## config.mk

```make
export PLATFORM = sky130hd
export DESIGN_NAME = fetch_unit
export DESIGN_NICKNAME = d
export VERILOG_FILES = /design/src/rtl/fetch_pkg.sv /design/src/rtl/fetch_buffer.sv /design/src/rtl/fetch_unit.sv
export SDC_FILE = /design/constraint.sdc
export NUM_CORES = 1
export LEC_CHECK = 0
export BUFFER_PORTS_ARGS = -buffer_cell sky130_fd_sc_hd__buf_2
export CAP_MARGIN = 20
export CORE_UTILIZATION = 52
export DETAILED_ROUTE_END_ITERATION = 7
export PLACE_DENSITY = 0.74
export SLEW_MARGIN = 25
export SYNTH_ARGS = -nofsm -noshare
export SYNTH_HDL_FRONTEND = slang
export SYNTH_SLANG_ARGS = --single-unit
```

## constraint.sdc

```tcl
create_clock -name clk -period 3.6 [get_ports clk]
set_clock_uncertainty 0.15 [all_clocks]
set_input_delay 0.54 -clock clk [delete_from_list [all_inputs] [get_ports clk]]
set_output_delay 0.54 -clock clk [all_outputs]
set_load 0.01 [all_outputs]
```

## src/rtl/fetch_pkg.sv

```systemverilog
// Shared constants and state type for the fetch unit.
// FETCH_HALT_DETECT_EN adds the HALTED state and halt-opcode detection.
package fetch_pkg;

   localparam int PC_W = 8;
   localparam int INSTR_W_DEF = 16;
   localparam logic [3:0] HALT_OPCODE = 4'hF;

   typedef enum logic [1:0] {
      ST_RUN = 2'd0,
      ST_DRAIN = 2'd1
`ifdef FETCH_HALT_DETECT_EN
      , ST_HALTED = 2'd2
`endif
   } fetch_state_e;

   function automatic logic is_halt(logic [3:0] op);
      return op == HALT_OPCODE;
   endfunction

endpackage

```

## src/rtl/fetch_buffer.sv

```systemverilog
// Synchronous FIFO holding fetched {instr, pc} entries.
// Pointers wrap modulo DEPTH; count reports occupancy.
module fetch_buffer #(
   parameter int W = 24,
   parameter int DEPTH = 2
) (
   input  logic clk,
   input  logic reset_n,
   input  logic clear,
   input  logic push,
   input  logic pop,
   input  logic [W-1:0] wdata,
   output logic [W-1:0] rdata,
   output logic [$clog2(DEPTH):0] count
);

   localparam int AW = $clog2(DEPTH);
   localparam int CW = AW + 1;

   logic [W-1:0] mem [DEPTH];
   logic [AW-1:0] wr_ptr;
   logic [AW-1:0] rd_ptr;

   always_ff @(posedge clk) begin
      if (push && !clear) begin
         mem[wr_ptr] <= wdata;
      end
   end

   always_ff @(posedge clk or negedge reset_n) begin
      if (!reset_n) begin
         wr_ptr <= '0;
         rd_ptr <= '0;
         count <= '0;
      end else if (clear) begin
         wr_ptr <= '0;
         rd_ptr <= '0;
         count <= '0;
      end else begin
         if (push) begin
            wr_ptr <= wr_ptr + AW'(1);
         end
         if (pop) begin
            rd_ptr <= rd_ptr + AW'(1);
         end
         count <= count + CW'(push) - CW'(pop);
      end
   end

   assign rdata = mem[rd_ptr];

endmodule

```

## src/rtl/fetch_unit.sv

```systemverilog
// Instruction fetch: issues ROM reads, tags them with the PC, buffers results.
// FETCH_HALT_DETECT_EN stops fetching after a halt opcode is buffered.
module fetch_unit
   import fetch_pkg::*;
#(
   parameter int INSTR_W = INSTR_W_DEF,
   parameter int DEPTH = 2
) (
   input  logic clk,
   input  logic reset_n,
   input  logic [7:0] pc_in,
   output logic pc_stall,
   output logic [7:0] imem_addr,
   input  logic [INSTR_W-1:0] imem_data,
   input  logic flush,
   output logic out_valid,
   input  logic out_ready,
   output logic [INSTR_W-1:0] out_instr,
   output logic [7:0] out_pc
);

   localparam int CW = $clog2(DEPTH) + 1;
   localparam int LW = CW + 1;
   localparam int EW = INSTR_W + PC_W;

   fetch_state_e state_q;
   fetch_state_e state_d;

   logic fly_v;
   logic [PC_W-1:0] fly_pc;
   logic [CW-1:0] count;
   logic [EW-1:0] head;
   logic [LW-1:0] load;
   logic push;
   logic pop;
   logic issue;
   logic halt_hit;

   assign imem_addr = pc_in;
   assign out_valid = count != '0;
   assign pop = out_valid && out_ready && !flush;
   assign push = fly_v && (state_q == ST_RUN) && !flush;

`ifdef FETCH_HALT_DETECT_EN
   assign halt_hit = push && is_halt(imem_data[INSTR_W-1 -: 4]);
`else
   assign halt_hit = 1'b0;
`endif

   // A slot freed by this cycle's pop is credited, so a stream never bubbles
   assign load = LW'(count) + LW'(fly_v) - LW'(pop);

   assign pc_stall = (state_q != ST_RUN) || halt_hit ||
                     (load >= LW'(DEPTH));

   assign issue = !pc_stall && !flush;

   always_ff @(posedge clk or negedge reset_n) begin
      if (!reset_n) begin
         fly_v <= 1'b0;
         fly_pc <= '0;
      end else if (flush) begin
         fly_v <= 1'b0;
      end else begin
         fly_v <= issue;
         if (issue) begin
            fly_pc <= pc_in;
         end
      end
   end

   always_ff @(posedge clk or negedge reset_n) begin
      if (!reset_n) begin
         state_q <= ST_RUN;
      end else begin
         state_q <= state_d;
      end
   end

   always_comb begin
      state_d = state_q;
      unique case (state_q)
         ST_RUN: begin
            if (flush) begin
               state_d = ST_DRAIN;
            end else if (halt_hit) begin
`ifdef FETCH_HALT_DETECT_EN
               state_d = ST_HALTED;
`endif
            end
         end
         ST_DRAIN: begin
            state_d = flush ? ST_DRAIN : ST_RUN;
         end
`ifdef FETCH_HALT_DETECT_EN
         ST_HALTED: begin
            if (flush) begin
               state_d = ST_DRAIN;
            end
         end
`endif
         default: begin
            state_d = ST_RUN;
         end
      endcase
   end

   fetch_buffer #(
      .W(EW),
      .DEPTH(DEPTH)
   ) u_buf (
      .clk(clk),
      .reset_n(reset_n),
      .clear(flush),
      .push(push),
      .pop(pop),
      .wdata({imem_data, fly_pc}),
      .rdata(head),
      .count(count)
   );

   assign out_instr = out_valid ? head[EW-1:PC_W] : '0;
   assign out_pc = out_valid ? head[PC_W-1:0] : '0;

endmodule

```

==> results.md, run 1 <==
- Worst min path class: in2reg
- Worst slack, placed: 0.798 ns
- Power Density: 557 nW/um2
- DRT iter0 DRCs: 32
- Final period util: 86.9%
- Clock Latency Late Sink: 0.33 ns
- Number of I/O pins: 62
- Slew Viols, Final: 0
- Synth Net Count: 193
- Number of global-route vias before repair: 1,421
- Finished Core Util: 65.5%
- Detailed Routing Iterations Pass 1: 4
- First-pass GRT wire length: 6810 um
- GRT Total Usage: 18.5%
- Power after layout: 1.72 mW
- P_leak: 1.28 nW
- GPL Wtd Cong: 0.714
- Least-Margin Pin Slew: 0.443 ns
- Ys Warns: 0
- TNS Setup: 0 ns
- Layout cell share with drive strength beyond 1: 39.3%
- Antenna violations before repair: 0
- Metal2 WL: 2340 um
- Worst r2r src: u_buf.count[1]
- Fmax: 320 MHz
- Setup crit start: u_buf.count[1]
- Mapped Avg Cell Area: 15.8 um2
- Buffers on Ports: 61
- Setup Viol. Count Final: 0
- Met1 Wirelength: 1660 um
- Placed cell count: 279
- Worst slew margin: 70.4%
- Routed wire length: 4300 um
- Hold Crit Start: imem_data[4]
- Post-route setup slack: 0.470 ns
- Pin count of the biggest net entering global routing: 26
- Die area: 5190 um2
- Final number of hold-violating endpoints: 0
- CTS tree: done
- Via-per-instance ratio: 4.84
- Unrepaired setup endpoints after global routing: false
- Maximum vdd drop: 0.280 mV
- DRT antenna net count: 0
- Area delta synth->final: 21.4%
- DRC viols: 0
- Vias: 1,434
- NumNets Final: 256
- Initial Util: 54.0%
- Fin crit period: 3.13 ns
- Die Width: 72.0 um
- Hpwl dp: 2800 um
- # clock sinks: 62
- Row cnt: 25
- Die height: 72.0 um
- Post-Synthesis Cells: 161
- CTS Buf Count: 9
- Register area share after synthesis: 70.3%
- N_diodes: 0
- Wire per inst: 14.5 um
- Clock-pin slew on the worst setup and hold paths: 0.06 ns
- H-Tree Depth: 3
- Setup bufs post-CTS: 0
- Leading area contributor after synthesis: edfxtp_1
- Number of max-cap violations: 0
- Netlist cell types: 22
- Worst Path Max Fanout: 5
- Number of synthesized register bits: 62
- Wire length on met3: 220 um
- Setup CP Type: reg2out
- CTS root buf: clkbuf_8
- Status: finished, final reports clean
- Highest metal used: met4
- Non-filler instance count after layout: 296
- Core Region: 4720 um2
- Gr ovfl total: 0
- Worst EP arrival: 2.44 ns
- Top cells by area, synth: edfxtp_1 57%, dfrtp_1 14%, mux2i_1 9.4%, mux2_4 4.7%, nor2_1 4.3%
- Share of the synthesized area in the top cell type: 56.6%
- Worst-case clock buffer depth: 2
- CP startpoint kind: flop
- Required time worst endpoint: 2.91 ns
- Synth Cell Area: 2550 um2
- Worst setup EP type: output pin
report_power, final:
part | total (mW) | switching, mW | internal [mW]
Sequential | 0.873 | 0.0359 | 0.837
Clock | 0.626 | 0.244 | 0.381
Combinational | 0.225 | 0.109 | 0.116
logic make-up (layout without fill, tap and decap cells):
family / after synthesis / count (layout) / share of synthesized area [%]
and+or+nand+nor: 38 / 38 / 6.87
AOI/OAI and AO/OA: 1 / 1 / 0.196
buffers and inverters: 20 / 88 / 4.57
muxes: 32 / 32 / 14.1
DFF: 62 / 62 / 70.3
xor gates and xnor gates: 4 / 4 / 1.67
adders and majority gates: 4 / 4 / 2.26
sequential cells by signal, summed over array words and instances (netlist names):
register	count
state_q	1
fly_pc	8
u_buf.rd_ptr	1
u_buf.count	2
fly_v	1
u_buf.mem	48
u_buf.wr_ptr	1
timing repair:
action | CTS | global route
resized for setup | 0 | 0
hold buffers | 1 | 0
hold endpoints to repair | 14 | 0
placed cells by master (no fill, tap or decap), drive strengths merged, types with 3 or more instances in the layout:
cell type  instances
buf               65
xnor2              3
edfxtp            48
nor2b              3
inv                6
ha                 3
mux2i             24
clkbuf            10
clkinv             4
mux2               8
nor2              30
dfrtp             14
critical path, stage by stage, from the launching register on:
cell	delay [ns]
dfrtp_1	0.47
o21ai_0	0.29
nor2_1	0.08
ha_1	0.27
inv_1	0.08
nand2_1	0.07
fa_1	0.40
xnor2_2	0.21
nand3b_1	0.10
buf_2	0.14
synth_stat cells:
cell type and count:
and2_1 1, and3_1 1, buf_2 3, buf_4 10
clkbuf_1 1, dfrtp_1 14, edfxtp_1 48, fa_1 1
ha_1 3, inv_1 6, mux2_4 8, mux2i_1 24
nand2_1 1, nand3_4 1, nand3b_1 1, nor2_1 29
nor2_2 1, nor2b_1 3, o21ai_0 1, xnor2_1 2
xnor2_2 1, xor2_1 1
area by class of cell:
| class | count | area (um2) |
|---|---|---|
| fillers | 360 | 1630 |
| multi-input cells | 79 | 646 |
| inverters | 6 | 22.5 |
| clock inverters | 6 | 76.3 |
| well taps | 67 | 83.8 |
| flip-flops and latches | 62 | 1790 |
| repair buffers | 66 | 345 |
| clock buffers | 10 | 128 |
worst paths after layout:
path | endpoint | slack, ns | cells past startpoint
max | pc_stall | 0.47 | 9
max in group asynchronous | fly_pc[0] | 2.52 | 2
min reg2reg | u_buf.mem[0][1] | 0.32 | 0
min | u_buf.mem[0][12] | 0.24 | 1
max reg2reg | fly_pc[0] | 0.89 | 9
min in group asynchronous | fly_pc[6] | 0.53 | 2
metal layers:
| layer | track usage [%] | up-vias |
|---|---|---|
| met5 | 0 | - |
| met3 | 6.94 | 10 |
| met2 | 30.8 | 45 |
| li1 | - | 686 |
| met1 | 21.4 | 693 |
| met4 | 8.50 | 0 |
stage by stage:
stage | cell area [um2] | hold WS (ns)
after floorplan | 2550 | 0.0944
after global routing | 3090 | 0.229
final | 3090 | 0.242
after global placement | 2880 | 0.306
after detailed placement | 2880 | 0.305
after CTS | 3090 | 0.231
Power figures use the tool's default switching activity.
==> inputs of run 2 (changes only) <==
--- a/config.mk
+++ b/config.mk
@@ -7,9 +7,10 @@
 export LEC_CHECK = 0
 export BUFFER_PORTS_ARGS = -buffer_cell sky130_fd_sc_hd__buf_2
 export CAP_MARGIN = 20
-export CORE_UTILIZATION = 52
+export CORE_UTILIZATION = 55
+export CTS_BUF_LIST = sky130_fd_sc_hd__clkbuf_8
 export DETAILED_ROUTE_END_ITERATION = 7
-export PLACE_DENSITY = 0.74
+export PLACE_DENSITY = 0.78
 export SLEW_MARGIN = 25
 export SYNTH_ARGS = -nofsm -noshare
 export SYNTH_HDL_FRONTEND = slang
==> run 2 against run 1 <==
  * Setup slack worse by 0.091 ns
  * Fmax down 2.8%
  * Cell count down 5.4%
  * Final area down 1.5%
  * Critical endpoint unchanged
  * Combinational power down 3%
  * First-iteration DRC count rose to 3.4 times the previous value
  * Count of clock-buffer cells in the layout down 1
  * Non-clock buffer count down 1
  * Largest power group unchanged
  * Utilization up 3.5 points
==> results.md, run 2 (synthesis gave the netlist of run 1 again) <==
- # clock sinks: 62 (unchanged)
- DRT iter0 DRCs: 110 (was 32)
- Number of global-route vias before repair: 1,528 (was 1,421)
- Buffers on Ports: 61 (unchanged)
- Commonest non-fill, non-tap cell in the layout: buf_2 (unchanged)
- Row cnt: 24 (was 25)
- Die area: 4910 um2 (was 5190 um2)
- Clock Latency Late Sink: 0.32 ns (was 0.33 ns)
- NumNets Final: 255 (was 256)
- Worst slew margin: 54.4% (was 70.4%)
- Resize count post-CTS: 0 (unchanged)
- Status: finished, final reports clean (unchanged)
- Power Density: 539 nW/um2 (was 557 nW/um2)
- Fillcell total: 313 (was 360)
- Wire per inst: 15.5 um (was 14.5 um)
- Unrepaired setup endpoints after global routing: false (unchanged)
- Regs by FF count: u_buf.mem (48), fly_pc (8), u_buf.count (2) (unchanged)
- Core Region: 4410 um2 (was 4720 um2)
- Slew Viols, Final: 0 (unchanged)
- Finished Core Util: 69.0% (was 65.5%)
- Pin count of the biggest net entering global routing: 26 (unchanged)
- Number of I/O pins: 62 (unchanged)
- Antenna violations before repair: 0 (unchanged)
- Fmax: 310 MHz (was 320 MHz)
- Final period util: 89.5% (was 86.9%)
- TNS Setup: 0 ns (unchanged)
- Hpwl dp: 2970 um (was 2800 um)
- Detailed Routing Iterations Pass 1: 4 (unchanged)
- Worst setup EP type: output pin (unchanged)
- DRC viols: 0 (unchanged)
- Least-Margin Pin Slew: 0.684 ns (was 0.443 ns)
- Required time worst endpoint: 2.91 ns (about the same)
- Area delta synth->final: 19.5% (was 21.4%)
- GPL Wtd Cong: 0.722 (was 0.714)
- Fin crit period: 3.22 ns (was 3.13 ns)
- Vias: 1,423 (was 1,434)
- GRT Total Usage: 19.8% (was 18.5%)
- Layout cell share with drive strength beyond 1: 39.0% (was 39.3%)
- Biggest register: u_buf.mem (unchanged)
- Worst Path Max Fanout: 5 (unchanged)
- First-pass GRT wire length: 7170 um (was 6810 um)
- CP startpoint kind: flop (unchanged)
- Setup CP Type: reg2out (unchanged)
- Final number of hold-violating endpoints: 0 (unchanged)
- Worst min path class: in2reg (unchanged)
- CTS Buf Count: 9 (unchanged)
- Worst EP arrival: 2.53 ns (was 2.44 ns)
- P_leak: 1.26 nW (was 1.28 nW)
- CTS tree: done (unchanged)
- Setup Viol. Count Final: 0 (unchanged)
- Via-per-instance ratio: 5.08 (was 4.84)
- Worst-case clock buffer depth: 2 (unchanged)
- Maximum vdd drop: 0.485 mV (was 0.280 mV)
- H-Tree Depth: 3 (unchanged)
- N_diodes: 0 (unchanged)
- Routed wire length: 4350 um (was 4300 um)
- Die Width: 70.1 um (was 72.0 um)
- Die height: 70.1 um (was 72.0 um)
- Clock-pin slew on the worst setup and hold paths: 0.07 ns (was 0.06 ns)
- Gr ovfl total: 0 (unchanged)
- Most frequent cells in the layout: 61 x buf_2, 48 x edfxtp_1, 28 x nor2_1 (unchanged)
- Largest register FFs: 48 (unchanged)
- Initial Util: 57.7% (was 54.0%)
- Number of max-cap violations: 0 (unchanged)
- CTS root buf: clkbuf_8 (unchanged)
- DRT antenna net count: 0 (unchanged)
## run 2: cell types whose count changed in the layout (fill, tap and decap cells not counted), sizes merged
cell    before  now
bufinv       2    1
clkinv       4    6
buf         65   64
clkbuf      10    9
## run 2: worst max-delay path, cell delays in order, from the launching register on
cell and delay (ns):
dfrtp_1 0.48, o21ai_0 0.33, nor2_1 0.08, ha_1 0.28, inv_1 0.09, nand2_1 0.07
fa_1 0.41, xnor2_2 0.23, nand3b_1 0.10, buf_2 0.14
## run 2: repair_timing
action / CTS / global route
hold buffers: 1 / 0
hold endpoints to repair: 14 / 0
setup endpoints to repair: 0 / 0
buffers inserted: 0 / 0
## run 2: path summary, 6_finish.rpt
path                           startpoint          endpoint  slack, ns  depth (start not counted)
min reg2reg                     fly_pc[0]   u_buf.mem[1][0]       0.33                          0
min in group asynchronous         reset_n         fly_pc[2]       0.51                          2
max reg2reg                u_buf.count[1]         fly_pc[0]       0.80                          9
min                         imem_data[10]  u_buf.mem[1][18]       0.25                          1
max                        u_buf.count[1]          pc_stall       0.38                          9
max in group asynchronous         reset_n    u_buf.count[0]       2.53                          2
## run 2: through the flow
step	cell area, um2	setup WS [ns]	hold WS, ns	cells	power, mW
after floorplan	2550	1.00	0.0944	161	1.03
after global placement	2850	0.852	0.300	263	1.10
after detailed placement	2850	0.736	0.305	263	1.11
after CTS	3040	0.377	0.239	280	1.66
after global routing	3050	0.247	0.237	280	1.71
final	3050	0.379	0.253	280	1.64
## run 2: metal layers
layer	vias up	GRT usage, %	share of wire (%)
met5	-	0	0
li1	685	-	-
met1	689	22.8	42
met4	0	11.3	1.8
met3	9	4.91	4.0
met2	40	33.8	52
## run 2: where the power goes
part           switching [mW]  leakage, nW  total [mW]  internal, mW
Sequential             0.0395        0.607       0.877         0.837
Clock                   0.240       0.0929       0.548         0.307
Combinational           0.105        0.565       0.219         0.115
Total                   0.384         1.26        1.64          1.26
## run 2: layout make-up
cell class | instances | area (um2) | area share [%]
sequential | 62 | 1790 | 58.8
multi-input combinational | 79 | 651 | 21.4
timing repair buffer | 65 | 338 | 11.1
clock buffer | 9 | 124 | 4.07
tap | 52 | 65.1 | 2.14
clock inverter | 7 | 55.1 | 1.81
inverter | 6 | 22.5 | 0.739
